`src/rtl/mfp_sdram_init_refresh_scheduler_if.sv`:
```
// Command-bus interface between the SDRAM init/refresh scheduler and its access engine.
// The master side drives the SDRAM pins and the grant; the slave side is the access engine.
interface mfp_sdram_init_refresh_scheduler_if;
    logic        acc_req;
    logic        acc_done;
    logic        acc_gnt;
    logic        sdram_cke;
    logic [3:0]  sdram_cmd;
    logic [12:0] sdram_addr;
    logic [1:0]  sdram_ba;
    logic        init_done;
    logic        ref_pending;
    logic        ref_overrun;

    modport master (
        input  acc_req, acc_done,
        output acc_gnt, sdram_cke, sdram_cmd, sdram_addr, sdram_ba,
               init_done, ref_pending, ref_overrun
    );

    modport slave (
        output acc_req, acc_done,
        input  acc_gnt, sdram_cke, sdram_cmd, sdram_addr, sdram_ba,
               init_done, ref_pending, ref_overrun
    );
endinterface

```
`src/rtl/mfp_sdram_init_refresh_scheduler.sv`:
```
// SDRAM power-up sequencer, periodic auto-refresh scheduler and bus arbiter
// between refresh and the AHB-side access engine.
module mfp_sdram_init_refresh_scheduler #(
    parameter int          DELAY_nCKE        = 20000,
    parameter int          DELAY_tRP         = 0,
    parameter int          DELAY_tRFC        = 4,
    parameter int          DELAY_tMRD        = 0,
    parameter int          DELAY_tREFI       = 390,
    parameter int          COUNT_initAutoRef = 8,
    parameter logic [12:0] MODE_REG          = 13'h020
) (
    input  logic                                  HCLK,
    input  logic                                  HRESETn,
    mfp_sdram_init_refresh_scheduler_if.master    sch
);

    localparam logic [3:0] CMD_INHIBIT = 4'b1111;
    localparam logic [3:0] CMD_NOP     = 4'b0111;
    localparam logic [3:0] CMD_PRE     = 4'b0010;
    localparam logic [3:0] CMD_REF     = 4'b0001;
    localparam logic [3:0] CMD_LMR     = 4'b0000;

    localparam logic [3:0] S_INIT_WAIT = 4'd0;
    localparam logic [3:0] S_INIT_PRE  = 4'd1;
    localparam logic [3:0] S_INIT_TRP  = 4'd2;
    localparam logic [3:0] S_INIT_REF  = 4'd3;
    localparam logic [3:0] S_INIT_TRFC = 4'd4;
    localparam logic [3:0] S_INIT_LMR  = 4'd5;
    localparam logic [3:0] S_INIT_TMRD = 4'd6;
    localparam logic [3:0] S_IDLE      = 4'd7;
    localparam logic [3:0] S_GRANT     = 4'd8;
    localparam logic [3:0] S_REF_PRE   = 4'd9;
    localparam logic [3:0] S_REF_TRP   = 4'd10;
    localparam logic [3:0] S_REF_CMD   = 4'd11;
    localparam logic [3:0] S_REF_TRFC  = 4'd12;

    localparam int MAX_A = (DELAY_nCKE > DELAY_tRFC) ? DELAY_nCKE : DELAY_tRFC;
    localparam int MAX_B = (DELAY_tRP > DELAY_tMRD) ? DELAY_tRP : DELAY_tMRD;
    localparam int MAXD  = (MAX_A > MAX_B) ? MAX_A : MAX_B;
    localparam int CW    = $clog2(MAXD + 2);
    localparam int TW    = $clog2(DELAY_tREFI + 1);
    localparam int RW    = $clog2(COUNT_initAutoRef + 1);

    localparam logic [CW-1:0] D_NCKE   = CW'(DELAY_nCKE);
    localparam logic [CW-1:0] D_TRP    = CW'(DELAY_tRP);
    localparam logic [CW-1:0] D_TRFC   = CW'(DELAY_tRFC);
    localparam logic [CW-1:0] D_TMRD   = CW'(DELAY_tMRD);
    localparam logic [CW-1:0] CNT_ONE  = CW'(1);
    localparam logic [TW-1:0] TREFI_M1 = TW'(DELAY_tREFI - 1);
    localparam logic [RW-1:0] N_IREF   = RW'(COUNT_initAutoRef);

    logic [3:0]    st, st_n;
    logic [CW-1:0] cnt, cnt_n;
    logic [RW-1:0] irc, irc_n;
    logic [TW-1:0] timer, timer_n;
    logic [2:0]    debt, debt_n;
    logic          expire, ovr_n;
    logic [3:0]    cmd_n;
    logic [12:0]   addr_n;

    logic          cke_q, gnt_q, done_q, pend_q, ovr_q;
    logic [3:0]    cmd_q;
    logic [12:0]   addr_q;

    // Refresh timer and debt accounting; a REFRESH cancels a coincident expiry.
    always_comb begin
        expire  = done_q && (timer == '0);
        timer_n = timer;
        if (done_q) timer_n = expire ? TREFI_M1 : timer - 1'b1;
        debt_n = debt;
        if (expire && st != S_REF_CMD)
            debt_n = (debt == 3'd7) ? 3'd7 : debt + 3'd1;
        else if (!expire && st == S_REF_CMD)
            debt_n = debt - 3'd1;
        ovr_n = ovr_q | (expire && debt == 3'd7);
    end

    // Leaving a refresh arbitrates directly, so a waiting engine is granted
    // on the first cycle after the tRFC wait without an extra IDLE cycle.
    always_comb begin
        st_n  = st;
        cnt_n = cnt;
        irc_n = irc;
        case (st)
            S_INIT_WAIT: if (cnt == D_NCKE) begin st_n = S_INIT_PRE; cnt_n = '0; end
                         else cnt_n = cnt + 1'b1;
            S_INIT_PRE:  if (D_TRP == '0) st_n = S_INIT_REF;
                         else begin st_n = S_INIT_TRP; cnt_n = CNT_ONE; end
            S_INIT_TRP:  if (cnt >= D_TRP) st_n = S_INIT_REF;
                         else cnt_n = cnt + 1'b1;
            S_INIT_REF:  if (D_TRFC == '0) st_n = (irc == N_IREF) ? S_INIT_LMR : S_INIT_REF;
                         else begin st_n = S_INIT_TRFC; cnt_n = CNT_ONE; end
            S_INIT_TRFC: if (cnt >= D_TRFC) st_n = (irc == N_IREF) ? S_INIT_LMR : S_INIT_REF;
                         else cnt_n = cnt + 1'b1;
            S_INIT_LMR:  if (D_TMRD == '0) st_n = S_IDLE;
                         else begin st_n = S_INIT_TMRD; cnt_n = CNT_ONE; end
            S_INIT_TMRD: if (cnt >= D_TMRD) st_n = S_IDLE;
                         else cnt_n = cnt + 1'b1;
            S_IDLE:      if (debt != '0) st_n = S_REF_PRE;
                         else if (sch.acc_req) st_n = S_GRANT;
            S_GRANT:     if (sch.acc_done) st_n = S_IDLE;
            S_REF_PRE:   if (D_TRP == '0) st_n = S_REF_CMD;
                         else begin st_n = S_REF_TRP; cnt_n = CNT_ONE; end
            S_REF_TRP:   if (cnt >= D_TRP) st_n = S_REF_CMD;
                         else cnt_n = cnt + 1'b1;
            S_REF_CMD:   if (D_TRFC != '0) begin st_n = S_REF_TRFC; cnt_n = CNT_ONE; end
                         else if (debt_n != '0) st_n = S_REF_PRE;
                         else st_n = sch.acc_req ? S_GRANT : S_IDLE;
            S_REF_TRFC:  if (cnt < D_TRFC) cnt_n = cnt + 1'b1;
                         else if (debt != '0) st_n = S_REF_PRE;
                         else st_n = sch.acc_req ? S_GRANT : S_IDLE;
            default:     st_n = S_INIT_WAIT;
        endcase
        if (st_n == S_INIT_REF) irc_n = irc + 1'b1;
    end

    // Pin values are decoded from the next state so every output is a flop.
    always_comb begin
        cmd_n  = CMD_NOP;
        addr_n = '0;
        case (st_n)
            S_INIT_PRE, S_REF_PRE: begin cmd_n = CMD_PRE; addr_n = 13'h0400; end
            S_INIT_REF, S_REF_CMD: cmd_n = CMD_REF;
            S_INIT_LMR:            begin cmd_n = CMD_LMR; addr_n = MODE_REG; end
            default:               ;
        endcase
    end

    always_ff @(posedge HCLK or negedge HRESETn) begin
        if (!HRESETn) begin
            st     <= S_INIT_WAIT;
            cnt    <= '0;
            irc    <= '0;
            timer  <= TREFI_M1;
            debt   <= '0;
            cke_q  <= 1'b0;
            cmd_q  <= CMD_INHIBIT;
            addr_q <= '0;
            gnt_q  <= 1'b0;
            done_q <= 1'b0;
            pend_q <= 1'b0;
            ovr_q  <= 1'b0;
        end else begin
            st     <= st_n;
            cnt    <= cnt_n;
            irc    <= irc_n;
            timer  <= timer_n;
            debt   <= debt_n;
            cke_q  <= (st_n != S_INIT_WAIT);
            cmd_q  <= cmd_n;
            addr_q <= addr_n;
            gnt_q  <= (st_n == S_GRANT);
            done_q <= done_q | (st_n == S_IDLE);
            pend_q <= (debt_n != '0);
            ovr_q  <= ovr_n;
        end
    end

    assign sch.sdram_cke   = cke_q;
    assign sch.sdram_cmd   = cmd_q;
    assign sch.sdram_addr  = addr_q;
    assign sch.sdram_ba    = 2'b00;
    assign sch.acc_gnt     = gnt_q;
    assign sch.init_done   = done_q;
    assign sch.ref_pending = pend_q;
    assign sch.ref_overrun = ovr_q;

endmodule

```
`src/flat_wrapper.sv`:
```
// flat-port wrapper written by rule: the top's interface ports become plain ports
module mfp_sdram_init_refresh_scheduler_flat 
#(
    parameter int          DELAY_nCKE        = 20000,
    parameter int          DELAY_tRP         = 0,
    parameter int          DELAY_tRFC        = 4,
    parameter int          DELAY_tMRD        = 0,
    parameter int          DELAY_tREFI       = 390,
    parameter int          COUNT_initAutoRef = 8,
    parameter logic [12:0] MODE_REG          = 13'h020
)
  (HCLK, HRESETn, sch_acc_req, sch_acc_done, sch_acc_gnt, sch_sdram_cke, sch_sdram_cmd, sch_sdram_addr, sch_sdram_ba, sch_init_done, sch_ref_pending, sch_ref_overrun);
  mfp_sdram_init_refresh_scheduler_if sch_i ();
  input  logic HCLK;
  input  logic HRESETn;
  input wire logic [$bits(sch_i.acc_req)-1:0] sch_acc_req;
  input wire logic [$bits(sch_i.acc_done)-1:0] sch_acc_done;
  output wire logic [$bits(sch_i.acc_gnt)-1:0] sch_acc_gnt;
  output wire logic [$bits(sch_i.sdram_cke)-1:0] sch_sdram_cke;
  output wire logic [$bits(sch_i.sdram_cmd)-1:0] sch_sdram_cmd;
  output wire logic [$bits(sch_i.sdram_addr)-1:0] sch_sdram_addr;
  output wire logic [$bits(sch_i.sdram_ba)-1:0] sch_sdram_ba;
  output wire logic [$bits(sch_i.init_done)-1:0] sch_init_done;
  output wire logic [$bits(sch_i.ref_pending)-1:0] sch_ref_pending;
  output wire logic [$bits(sch_i.ref_overrun)-1:0] sch_ref_overrun;
  assign sch_i.acc_req = sch_acc_req;
  assign sch_i.acc_done = sch_acc_done;
  assign sch_acc_gnt = sch_i.acc_gnt;
  assign sch_sdram_cke = sch_i.sdram_cke;
  assign sch_sdram_cmd = sch_i.sdram_cmd;
  assign sch_sdram_addr = sch_i.sdram_addr;
  assign sch_sdram_ba = sch_i.sdram_ba;
  assign sch_init_done = sch_i.init_done;
  assign sch_ref_pending = sch_i.ref_pending;
  assign sch_ref_overrun = sch_i.ref_overrun;
  mfp_sdram_init_refresh_scheduler #(.DELAY_nCKE(DELAY_nCKE), .DELAY_tRP(DELAY_tRP), .DELAY_tRFC(DELAY_tRFC), .DELAY_tMRD(DELAY_tMRD), .DELAY_tREFI(DELAY_tREFI), .COUNT_initAutoRef(COUNT_initAutoRef), .MODE_REG(MODE_REG)) u_core (.HCLK(HCLK), .HRESETn(HRESETn), .sch(sch_i));
endmodule
```
`config.mk`:
```
export PLATFORM = sky130hd
export DESIGN_NAME = mfp_sdram_init_refresh_scheduler_flat
export DESIGN_NICKNAME = d
export VERILOG_FILES = /design/src/rtl/mfp_sdram_init_refresh_scheduler_if.sv /design/src/rtl/mfp_sdram_init_refresh_scheduler.sv /design/src/flat_wrapper.sv
export SDC_FILE = /design/constraint.sdc
export NUM_CORES = 1
export LEC_CHECK = 0
export CAP_MARGIN = 40
export CORE_ASPECT_RATIO = 1.4
export CORE_MARGIN = 2
export CORE_UTILIZATION = 60
export DETAILED_ROUTE_END_ITERATION = 8
export DONT_BUFFER_PORTS = 1
export MAX_ROUTING_LAYER = met4
export PLACE_DENSITY = 0.87
export SYNTH_ARGS = -nofsm -noshare
export SYNTH_HDL_FRONTEND = slang
export SYNTH_SLANG_ARGS = --single-unit
```
`constraint.sdc`:
```
create_clock -name HCLK -period 5.35 [get_ports HCLK]
set_input_delay 0.2675 -clock HCLK [delete_from_list [all_inputs] [get_ports HCLK]]
set_output_delay 0.2675 -clock HCLK [all_outputs]
set_load 0.02 [all_outputs]
```
==> metrics.txt, run 1 <==
status finished, final reports clean; CTS buffer count 5; Die ar. ~4900 sq um; Syn. warnings 0; clock buffer depth 2; max-cap viol count 0; via count 1921; post-CTS resize count 0; FMAX 383 MHz; Power Density 313 nW/um^2; Final ANT Viol Nets 0; Buf/Inv on CP 0; sequential fraction of the synthesis area about 45%; Pint approximately 580 uW; antenna violations before repair 0; most frequent CP cell or4_4; Post-synth EDFFs 0; Crit. End Element flop; register bit total from synthesis 46; GRT Util Overall a little under a quarter; synthesis-to-finish area growth 4.99%; drt pass-1 iters 4; Final period util 48.8%; combinational share of power approximately 20%; Hold Path Class in -> reg; Post-layout nets around 280; crit path max fanout 14; Mapped Area ~2600 sq um; height of the die approximately 80 um; port buffer count 0; Congestion Overflow GR 0; CORE AREA roughly 4200 sq um; largest net degree at the start of global routing 47; Rows 28; final setup vio count 0; Worst VDD drop between 0.15 and 0.2 mV; Starting Density 61.9%; number of I/O pins 28; Reg2Reg Depth 6; Netlist cell types 56; worst-skew pair later-pin latency 300 ps; RSZ-0062 raised after global routing false; Tot Pwr between 800 and 900 uW; Avg Synthesized Cell Area 9.52 sq um; area of the multi-input gates approximately 1300 sq um; Async SR Flop Fraction 100%; Leakage between 0.001 and 0.0015 uW; Worst Hold Depth 4; switching pwr 272 uW; post-DP HPWL 3.44 mm; drt total wl roughly 4.7 mm; gpl congestion 0.919; CTS root buf clkbuf_8; Critical Path AT between 2000 and 3000 ps; post-DR vias/cell 6.04; actual slew at the worst max-slew pin around 800 ps; first-pass GRT wire length 8.10 mm; Initial DRC Count 68; register area about 1200 sq um; switching part of the total 32.1%; cells along the critical path or4_4, nor4_4, o21ai_2, or4_4, xor2_1, nor2_2; Clock Skews ~5.4 ps; Hold Vio Cnt, Final 0; antenna cells 0; Critical Path Source Type flop; Fin Setup TNS 0 ps; Top FF cell, synth dfrtp_1; Seq pwr share just under 50%; vias in the first global route around 1.9k; slowest CP cell or4_4; post-DR wirelength/cell about 15 um; Filler Cells Inserted between 300 and 400; DRC 0; CP top delay family simple AND/OR/NAND/NOR gates; Synth Instances 271; Slew Viols, Final 0; Reg2Reg Setup Slack 2740 ps; Yosys top cell by area dfrtp_1; H-tree lvl count 2; clock sink count 46; Clock transition at path regs ~90 ps; die width roughly 59 um; largest cells by area after synthesis dfrtp_1, dfstp_2, ha_1; Synth top area share about 37%; Placement Cell Area 2560 sq um; WP depth 6; headroom to the max-slew limit roughly 47%; Clk pwr share a little under a third; max incr delay on CP around 590 ps; kind of critical path reg -> reg; CP Data Required Time ~5500 ps; layout cells sized above 1 12.5%; minimum clock period about 2600 ps; Final Cell Area 2710 sq um; CTS tree done
[cell usage after synthesis, types with 3 or more instances]
cell type  count
nand2b_1       5
clkbuf_1       6
nand3_1       13
o22ai_1        3
o311ai_0       3
dfrtp_1       38
or4_4          3
nor4_1         5
xor2_1         7
or4_1          3
nand3b_1       3
nor3_1         4
nor2_1        21
nand2_1       24
a21o_1         5
inv_1         19
or3_1          5
o21ai_0       11
buf_4         13
dfstp_2        8
o31ai_1        3
ha_1           8
or2_2          5
nand4_1        3
a21oi_1        9
xnor2_1       10
[stage by stage]
| stage | hold WS, ps | setup WS [ps] | util, % | instances |
|---|---|---|---|---|
| 2_1_floorplan | -28.1 | 3060 | - | 284 |
| 3_3_place_gp | -26.8 | 2790 | 61.2 | 307 |
| 3_5_place_dp | -26.8 | 2770 | 61.4 | 308 |
| 4_1_cts | 379 | 2760 | 65.0 | 318 |
| 5_1_grt | 413 | 2550 | 65.0 | 318 |
| 6_report | 389 | 2740 | 65.0 | 318 |
[placed cells by master, fill, tap and decap left out, types with 7 or more instances in the layout]
cell type / instances
a21oi_1: 9
conb_1: 14
dfrtp_1: 38
dfstp_2: 8
ha_1: 8
inv_1: 19
nand2_1: 24
nand3_1: 13
nor2_1: 21
o21ai_0: 11
xnor2_1: 10
xor2_1: 7
[area by class of cell]
type                    instances  share of cell area [%]
well taps                      45                    2.08
flip-flops and latches         46                    42.8
repair buffers                  3                    1.66
clock buffers                   5                    2.54
multi-input cells             197                    46.6
inverters                      19                    2.63
clock inverters                 3                    1.62
[repair_timing]
action	CTS	global route
hold buffers	2	0
hold endpoints to repair	46	0
buffers inserted	0	0
[worst reg2reg max path: cells and delay by family, from the launching register on]
kind | cells | cell delay, ps
compound gates | 1 | 270
xor+xnor | 1 | 170
flops | 1 | 430
simple gates | 4 | 1620
[final timing paths]
kind / startpoint / end
worst max-delay path: u_core.cnt[3] / u_core.cnt[11]
worst max register to register: u_core.cnt[3] / u_core.cnt[11]
worst min-delay path: sch_acc_req / u_core.st[0]
worst min register to register: u_core.irc[3] / u_core.irc[3]
min in group asynchronous: HRESETn / u_core.sch.ref_overrun
max in group asynchronous: HRESETn / u_core.timer[0]
[layer usage]
| layer | wire, um | global-route usage [%] | vias up |
|---|---|---|---|
| li1 | - | - | 920 |
| met1 | 1840 | 22.9 | 947 |
| met2 | 2590 | 39.7 | 42 |
| met3 | 195 | 6.14 | 12 |
| met4 | 124 | 11.4 | 0 |
| met5 | 0 | - | - |
[sequential cells by signal, indices dropped and copies added (netlist names)]
signal	cells
u_core.sch.init_done	1
u_core.debt	3
u_core.irc	4
u_core.sch.acc_gnt	1
u_core.timer	9
u_core.sch.sdram_cke	1
u_core.st	4
u_core.cnt	15
u_core.sch.sdram_addr	2
u_core.sch.ref_overrun	1
u_core.sch.ref_pending	1
u_core.sch.sdram_cmd	4
[cell families after synthesis]
logic type / Yosys count / synth area share [%]
xor+xnor: 17 / 5.77
compound gates: 49 / 12.6
mux: 1 / 0.436
fa+ha+maj: 8 / 3.88
other cells: 1 / 0.145
simple gates: 108 / 24.2
buf+inv: 41 / 7.95
flops: 46 / 45.0
[power by group through the flow]
stage | combinational (uW) | sequential, uW | clock, uW
2_1_floorplan | 151 | 410 | 0
3_3_place_gp | 155 | 426 | 0
3_5_place_dp | 160 | 427 | 0
4_1_cts | 171 | 420 | 266
5_1_grt | 195 | 426 | 288
6_report | 170 | 420 | 259
Power figures use the tool's default switching activity.
==> inputs of run 2 (changes only) <==
--- a/config.mk
+++ b/config.mk
@@ -8,11 +8,11 @@
 export CAP_MARGIN = 40
 export CORE_ASPECT_RATIO = 1.4
 export CORE_MARGIN = 2
-export CORE_UTILIZATION = 60
+export CORE_UTILIZATION = 57
 export DETAILED_ROUTE_END_ITERATION = 8
 export DONT_BUFFER_PORTS = 1
 export MAX_ROUTING_LAYER = met4
-export PLACE_DENSITY = 0.87
+export PLACE_DENSITY = 0.86
 export SYNTH_ARGS = -nofsm -noshare
 export SYNTH_HDL_FRONTEND = slang
 export SYNTH_SLANG_ARGS = --single-unit
==> constraint.sdc (replaced) <==
create_clock -name HCLK -period 2.35 [get_ports HCLK]
set_input_delay 0.1175 -clock HCLK [delete_from_list [all_inputs] [get_ports HCLK]]
set_output_delay 0.1175 -clock HCLK [all_outputs]
set_load 0.02 [all_outputs]
==> run 2 against run 1 <==
- the run now ends with negative setup slack left
- die area rose by 5.0%
- via count rose by 6.7%
- maximum frequency rose by 10%
- final cell count rose by 14%
- count of clock-buffer cells in the layout did not move
- hold slack got worse by 110 ps
- register-to-register slack got worse by 2800 ps
- critical endpoint is now u_core.irc[1]
- largest power group unchanged
- highest routed layer unchanged
==> metrics.txt, run 2 (synthesized netlist as in run 1, its figures left out) <==
port buffer count 0 (unchanged); status complete, but fails checks (was finished, final reports clean); pre-CTS setup slack 30.2 ps (was 2770 ps); RSZ-0062 raised after global routing true (was false); H-tree lvl count 2 (unchanged); via count 2049 (was 1921); die width 60.9 um (was 59.4 um); Largest Register u_core.cnt (unchanged); worst-skew pair later-pin latency 300 ps (about the same); Clock transition at path regs 90 ps (about the same); Buf/Inv on CP 0 (unchanged); Die ar. 5090 sq um (was 4850 sq um); Critical Path Source Type flop (unchanged); FMAX 423 MHz (was 383 MHz); max incr delay on CP 600 ps (was 590 ps); Hold Path Class in -> reg (unchanged); Slew Viols, Final 0 (unchanged); antenna violations before repair 0 (unchanged); CP top delay family simple AND/OR/NAND/NOR gates (unchanged); minimum clock period 2370 ps (was 2610 ps); CTS tree done (unchanged); CTS buffer count 5 (unchanged); first-pass GRT wire length 8.67 mm (was 8.10 mm); grt met1 use 24.1% (was 22.9%); GRT met2 Usage 38.5% (was 39.7%); Clock Skews 8.26 ps (was 5.40 ps); Critical Path AT 2560 ps (was 2800 ps); post-DR wirelength/cell 14.6 um (was 14.9 um); vias in the first global route 2006 (was 1888); CTS root buf clkbuf_8 (unchanged); Worst VDD drop 0.342 mV (was 0.184 mV); most frequent cells in the layout dfrtp_1, buf_4, nand2_1, nor2_1, inv_1 (was dfrtp_1, nand2_1, nor2_1, inv_1, conb_1); gpl congestion 0.875 (was 0.919); Leakage 0.00134 uW (was 0.00120 uW); number of I/O pins 28 (unchanged); Congestion Overflow GR 0 (unchanged); Starting Density 58.3% (was 61.9%); GRT Util Overall 22.9% (was 22.7%); Hold Vio Cnt, Final 0 (unchanged); Placement Cell Area 2780 sq um (was 2560 sq um); Tot Pwr 2050 uW (was 849 uW); antenna cells 0 (unchanged); CORE AREA 4430 sq um (was 4170 sq um); post-DR vias/cell 5.66 (was 6.04); commonest non-fill, non-tap cell in the layout dfrtp_1 (unchanged); Crit. End Element flop (unchanged); Most Crowded Layer GR met2 (unchanged); fin cells 362 (was 318); drt pass-1 iters 4 (unchanged); slowest CP cell or4_4 (unchanged); crit path max fanout 4 (was 14); final setup vio count 2 (was 0); Post-layout nets 311 (was 284); final worst-path setup slack -16.4 ps (was 2740 ps); clock buffer depth 2 (unchanged); Final period util 101% (was 48.8%); max-cap viol count 0 (unchanged); Placed Instances 352 (was 308); Final Core Density 67.3% (was 65.0%); Final Cell Area 2980 sq um (was 2710 sq um); failing checks negative setup slack; cells along the critical path or4_4, or4_1, a31oi_1, nand4b_1, mux2_2 (was or4_4, nor4_4, o21ai_2, or4_4, xor2_1, nor2_2); GR Util met3 4.65% (was 6.14%); synthesis-to-finish area growth 15.5% (was 4.99%); max reg flops 15 (unchanged); DRC 0 (unchanged); kind of critical path reg -> reg (unchanged); clock sink count 46 (unchanged); largest net degree at the start of global routing 47 (unchanged); largest registers u_core.cnt: 15 flops, u_core.timer: 9 flops (unchanged); Initial DRC Count 137 (was 68); Final ANT Viol Nets 0 (unchanged); post-DP HPWL 3.71 mm (was 3.44 mm); Rows 29 (was 28); CP Data Required Time 2550 ps (was 5540 ps); height of the die 83.6 um (was 81.6 um); drt total wl 5.28 mm (was 4.75 mm); layout cells sized above 1 22.7% (was 12.5%); Power Density 688 nW/um^2 (was 313 nW/um^2)
## run 2: per-layer routing
layer	wire, um	part of all wire [%]
met2	2910	55
met3	181	3.4
met4	181	3.4
met5	0	0
met1	2000	38
## run 2: power by group
part / internal (uW) / leakage (uW) / switching (uW)
Clock: 319 / 0.0000585 / 280
Sequential: 860 / 0.000567 / 75.4
Combinational: 203 / 0.000714 / 313
## run 2: tightest hold or removal path, delay by kind of cell
family | cells | cell delay [ps]
and+or+nand+nor | 3 | 310
AOI/OAI and AO/OA | 1 | 110
## run 2: timing repair
| item | in CTS | in global routing |
|---|---|---|
| pin swaps | 0 | 4 |
| setup endpoints to repair | 5 | 9 |
| setup buffers | 0 | 0 |
| gates resized for setup | 3 | 6 |
| endpoints found under the hold margin | 46 | 0 |
| hold buffers | 2 | 0 |
## run 2: stage by stage
stage               TNS, ps  hold WS (ps)
floorplan                 0          -178
global placement          0          -177
detailed placement        0          -177
CTS                       0           256
global route           -329           294
finish                -26.3           274
## run 2: worst paths after layout
check                                    from                 endpoint  slack, ps  cells past startpoint
max in group asynchronous             HRESETn  u_core.sch.sdram_cmd[2]       1720                      2
worst max-delay path            u_core.cnt[3]            u_core.irc[1]        -20                      5
worst min register to register  u_core.irc[3]            u_core.irc[3]        470                      1
worst max register to register  u_core.cnt[3]            u_core.irc[1]        -20                      5
worst min-delay path              sch_acc_req     u_core.sch.sdram_cke        270                      4
min in group asynchronous             HRESETn           u_core.cnt[12]        360                      2
## run 2: layout make-up
| cell class | instances | area (sq um) |
|---|---|---|
| Timing Repair Buffer | 30 | 248 |
| Clock buffer | 5 | 68.8 |
| Inverter | 19 | 71.3 |
| Tap cell | 62 | 77.6 |
| Sequential cell | 46 | 1160 |
| Clock inverter | 3 | 43.8 |
| Multi-Input combinational cell | 197 | 1310 |
| Fill cell | 348 | 1450 |
==> inputs of run 3 (changes only) <==
--- a/config.mk
+++ b/config.mk
@@ -8,11 +8,11 @@
 export CAP_MARGIN = 40
 export CORE_ASPECT_RATIO = 1.4
 export CORE_MARGIN = 2
-export CORE_UTILIZATION = 57
+export CORE_UTILIZATION = 25
 export DETAILED_ROUTE_END_ITERATION = 8
 export DONT_BUFFER_PORTS = 1
 export MAX_ROUTING_LAYER = met4
-export PLACE_DENSITY = 0.86
+export PLACE_DENSITY = 0.51
 export SYNTH_ARGS = -nofsm -noshare
 export SYNTH_HDL_FRONTEND = slang
 export SYNTH_SLANG_ARGS = --single-unit
==> run 3 against run 2 <==
- the run now ends clean
- combinational power rose by 6.0%
- die area rose by 120%
- non-clock buffer count up 4
- first-iteration DRC count shrank 63%
- sequential power about the same
- critical path depth rose by 2
- register-to-register slack better by 70 ps
- hold slack lost 43 ps
- flip-flop and latch count unchanged
- final area rose by 6.3%
- critical path type unchanged
- highest routed layer unchanged
==> metrics.txt, run 3 (synthesized netlist as in run 1, its figures left out) <==
clock sink count 46 (unchanged); layout cells sized above 1 25.7% (was 22.7%); Clock Skews 6.58 ps (was 8.26 ps); CTS buffer count 5 (unchanged); post-DP HPWL 4.14 mm (was 3.71 mm); Crit. End Element flop (unchanged); kind of critical path reg -> reg (unchanged); post-DR vias/cell 4.61 (was 5.66); number of I/O pins 28 (unchanged); gpl congestion 0.816 (was 0.875); switching part of the total 31.1% (was 32.6%); Hold Worst Slack 232 ps (was 274 ps); Seq pwr share 40.6% (was 45.6%); port buffer count 0 (unchanged); Rows 43 (was 29); crit path from u_core.cnt[2] (was u_core.cnt[3]); RSZ-0062 raised after global routing true (unchanged); Leakage 0.00138 uW (was 0.00134 uW); H-tree lvl count 2 (unchanged); CTS tree done (unchanged); drt pass-1 iters 4 (unchanged); Clk pwr share 35.5% (was 29.2%); status finished, final reports clean (was complete, but fails checks); Reg2Reg Setup Slack 50 ps (was -20 ps); clock buffer depth 2 (unchanged); Die ar. 11200 sq um (was 5090 sq um); commonest non-fill, non-tap cell in the layout dfrtp_1 (unchanged); via count 2023 (was 2049); antenna cells 0 (unchanged); Post-layout nets 315 (was 311); Critical Path AT 2470 ps (was 2560 ps); height of the die 124 um (was 83.6 um); reg-to-reg startpoint u_core.cnt[2] (was u_core.cnt[3]); die width 89.9 um (was 60.9 um); CTS root buf clkbuf_16 (was clkbuf_8); Filler Cells Inserted 1068 (was 348); Slew Viols, Final 0 (unchanged); most frequent cells in the layout dfrtp_1, buf_4, nand2_1, nor2_1, inv_1 (unchanged); Power Density 725 nW/um^2 (was 688 nW/um^2); max-cap viol count 0 (unchanged); antenna violations before repair 0 (unchanged); post-DR wirelength/cell 13.0 um (was 14.6 um); synthesis-to-finish area growth 22.7% (was 15.5%); Final period util 97.8% (was 101%); fin cells 439 (was 362); FMAX 435 MHz (was 423 MHz); minimum clock period 2300 ps (was 2370 ps); crit path max fanout 4 (unchanged); Initial DRC Count 51 (was 137); switching pwr 713 uW (was 668 uW); Final ANT Viol Nets 0 (unchanged); Worst VDD drop 0.370 mV (was 0.342 mV); DRC 0 (unchanged); CORE AREA 10000 sq um (was 4430 sq um); Critical Path Source Type flop (unchanged); vias in the first global route 1960 (was 2006); max reg flops 15 (unchanged); drt total wl 5.71 mm (was 5.28 mm); first-pass GRT wire length 9.47 mm (was 8.67 mm); hold_sp sch_acc_req (unchanged); Congestion Overflow GR 0 (unchanged); Clock transition at path regs 70 ps (was 90 ps); Placed Instances 426 (was 352); largest registers u_core.cnt: 15 flops, u_core.timer: 9 flops (unchanged); Hold Path Class in -> reg (unchanged); Pint 1580 uW (was 1380 uW); Largest Register u_core.cnt (unchanged); final setup vio count 0 (was 2); Starting Density 25.8% (was 58.3%); worst-skew pair later-pin latency 290 ps (was 300 ps); largest net degree at the start of global routing 47 (unchanged); combinational share of power 23.8% (was 25.2%); Hold Vio Cnt, Final 0 (unchanged); GRT Util Overall 10.7% (was 22.9%); CP Data Required Time 2530 ps (was 2550 ps)
[run 3: changes by cell type in the layout (fill, tap and decap cells not counted), sizes merged]
| cell | previous run | this run |
|---|---|---|
| buf | 29 | 33 |
| clkinv | 1 | 0 |
| clkinvlp | 0 | 2 |
| inv | 20 | 19 |
[run 3: cell type report]
| cell class | instances | area (sq um) | area share (%) |
|---|---|---|---|
| clock buffers | 5 | 125 | 3.95 |
| clock inverters | 3 | 45.0 | 1.42 |
| inverters | 19 | 71.3 | 2.25 |
| multi-input cells | 197 | 1320 | 41.6 |
| flip-flops and latches | 46 | 1160 | 36.7 |
| well taps | 135 | 169 | 5.33 |
| repair buffers | 34 | 278 | 8.77 |
[run 3: power by group through the flow]
stage | Sequential, uW | Clock, uW | Combinational [uW]
2_1_floorplan | 934 | 0 | 344
5_1_grt | 940 | 872 | 610
4_1_cts | 934 | 838 | 508
3_5_place_dp | 949 | 0 | 481
3_3_place_gp | 949 | 0 | 478
6_report | 933 | 816 | 547
[run 3: per-stage QoR]
step / setup slack (ps) / TNS, ps / cell area, sq um / util [%] / power, uW
floorplan: 60.1 / 0 / 2630 / - / 1280
global placement: -3.84 / -3.84 / 2880 / 28.8 / 1430
detailed placement: -36.3 / -36.3 / 2880 / 28.8 / 1430
CTS: -1.04 / -1.69 / 3100 / 31.0 / 2280
global route: -49.3 / -154 / 3170 / 31.7 / 2420
finish: 52.3 / 0 / 3170 / 31.7 / 2300
[run 3: critical path, stage by stage, from the launching register on]
cell and delay, ps:
dfrtp_1 380, or4_4 580, nor4_4 330, buf_4 170, o32a_1 170, inv_2 50, nand4b_1 170, mux2_4 320
[run 3: final timing paths]
| path | end | cells after the start |
|---|---|---|
| worst max-delay path | u_core.irc[1] | 7 |
| worst max register to register | u_core.irc[1] | 7 |
| min in group asynchronous | u_core.timer[3] | 2 |
| worst min-delay path | u_core.sch.sdram_cke | 4 |
| worst min register to register | u_core.irc[3] | 1 |
| max in group asynchronous | u_core.sch.sdram_cmd[3] | 2 |
[run 3: what timing repair did]
item	CTS	global route
endpoints found under the hold margin	46	0
cloned	0	0
endpoints found under the setup margin	3	20
resized for setup	0	14
hold buffers	2	0
pin swaps	1	3
buffers inserted	1	2
[run 3: routing by layer]
metal	GRT usage (%)	vias up	routed length [um]
met2	19.3	36	3100
li1	-	992	-
met5	-	-	0
met4	3.98	0	103
met1	11.6	987	2320
met3	2.18	8	178
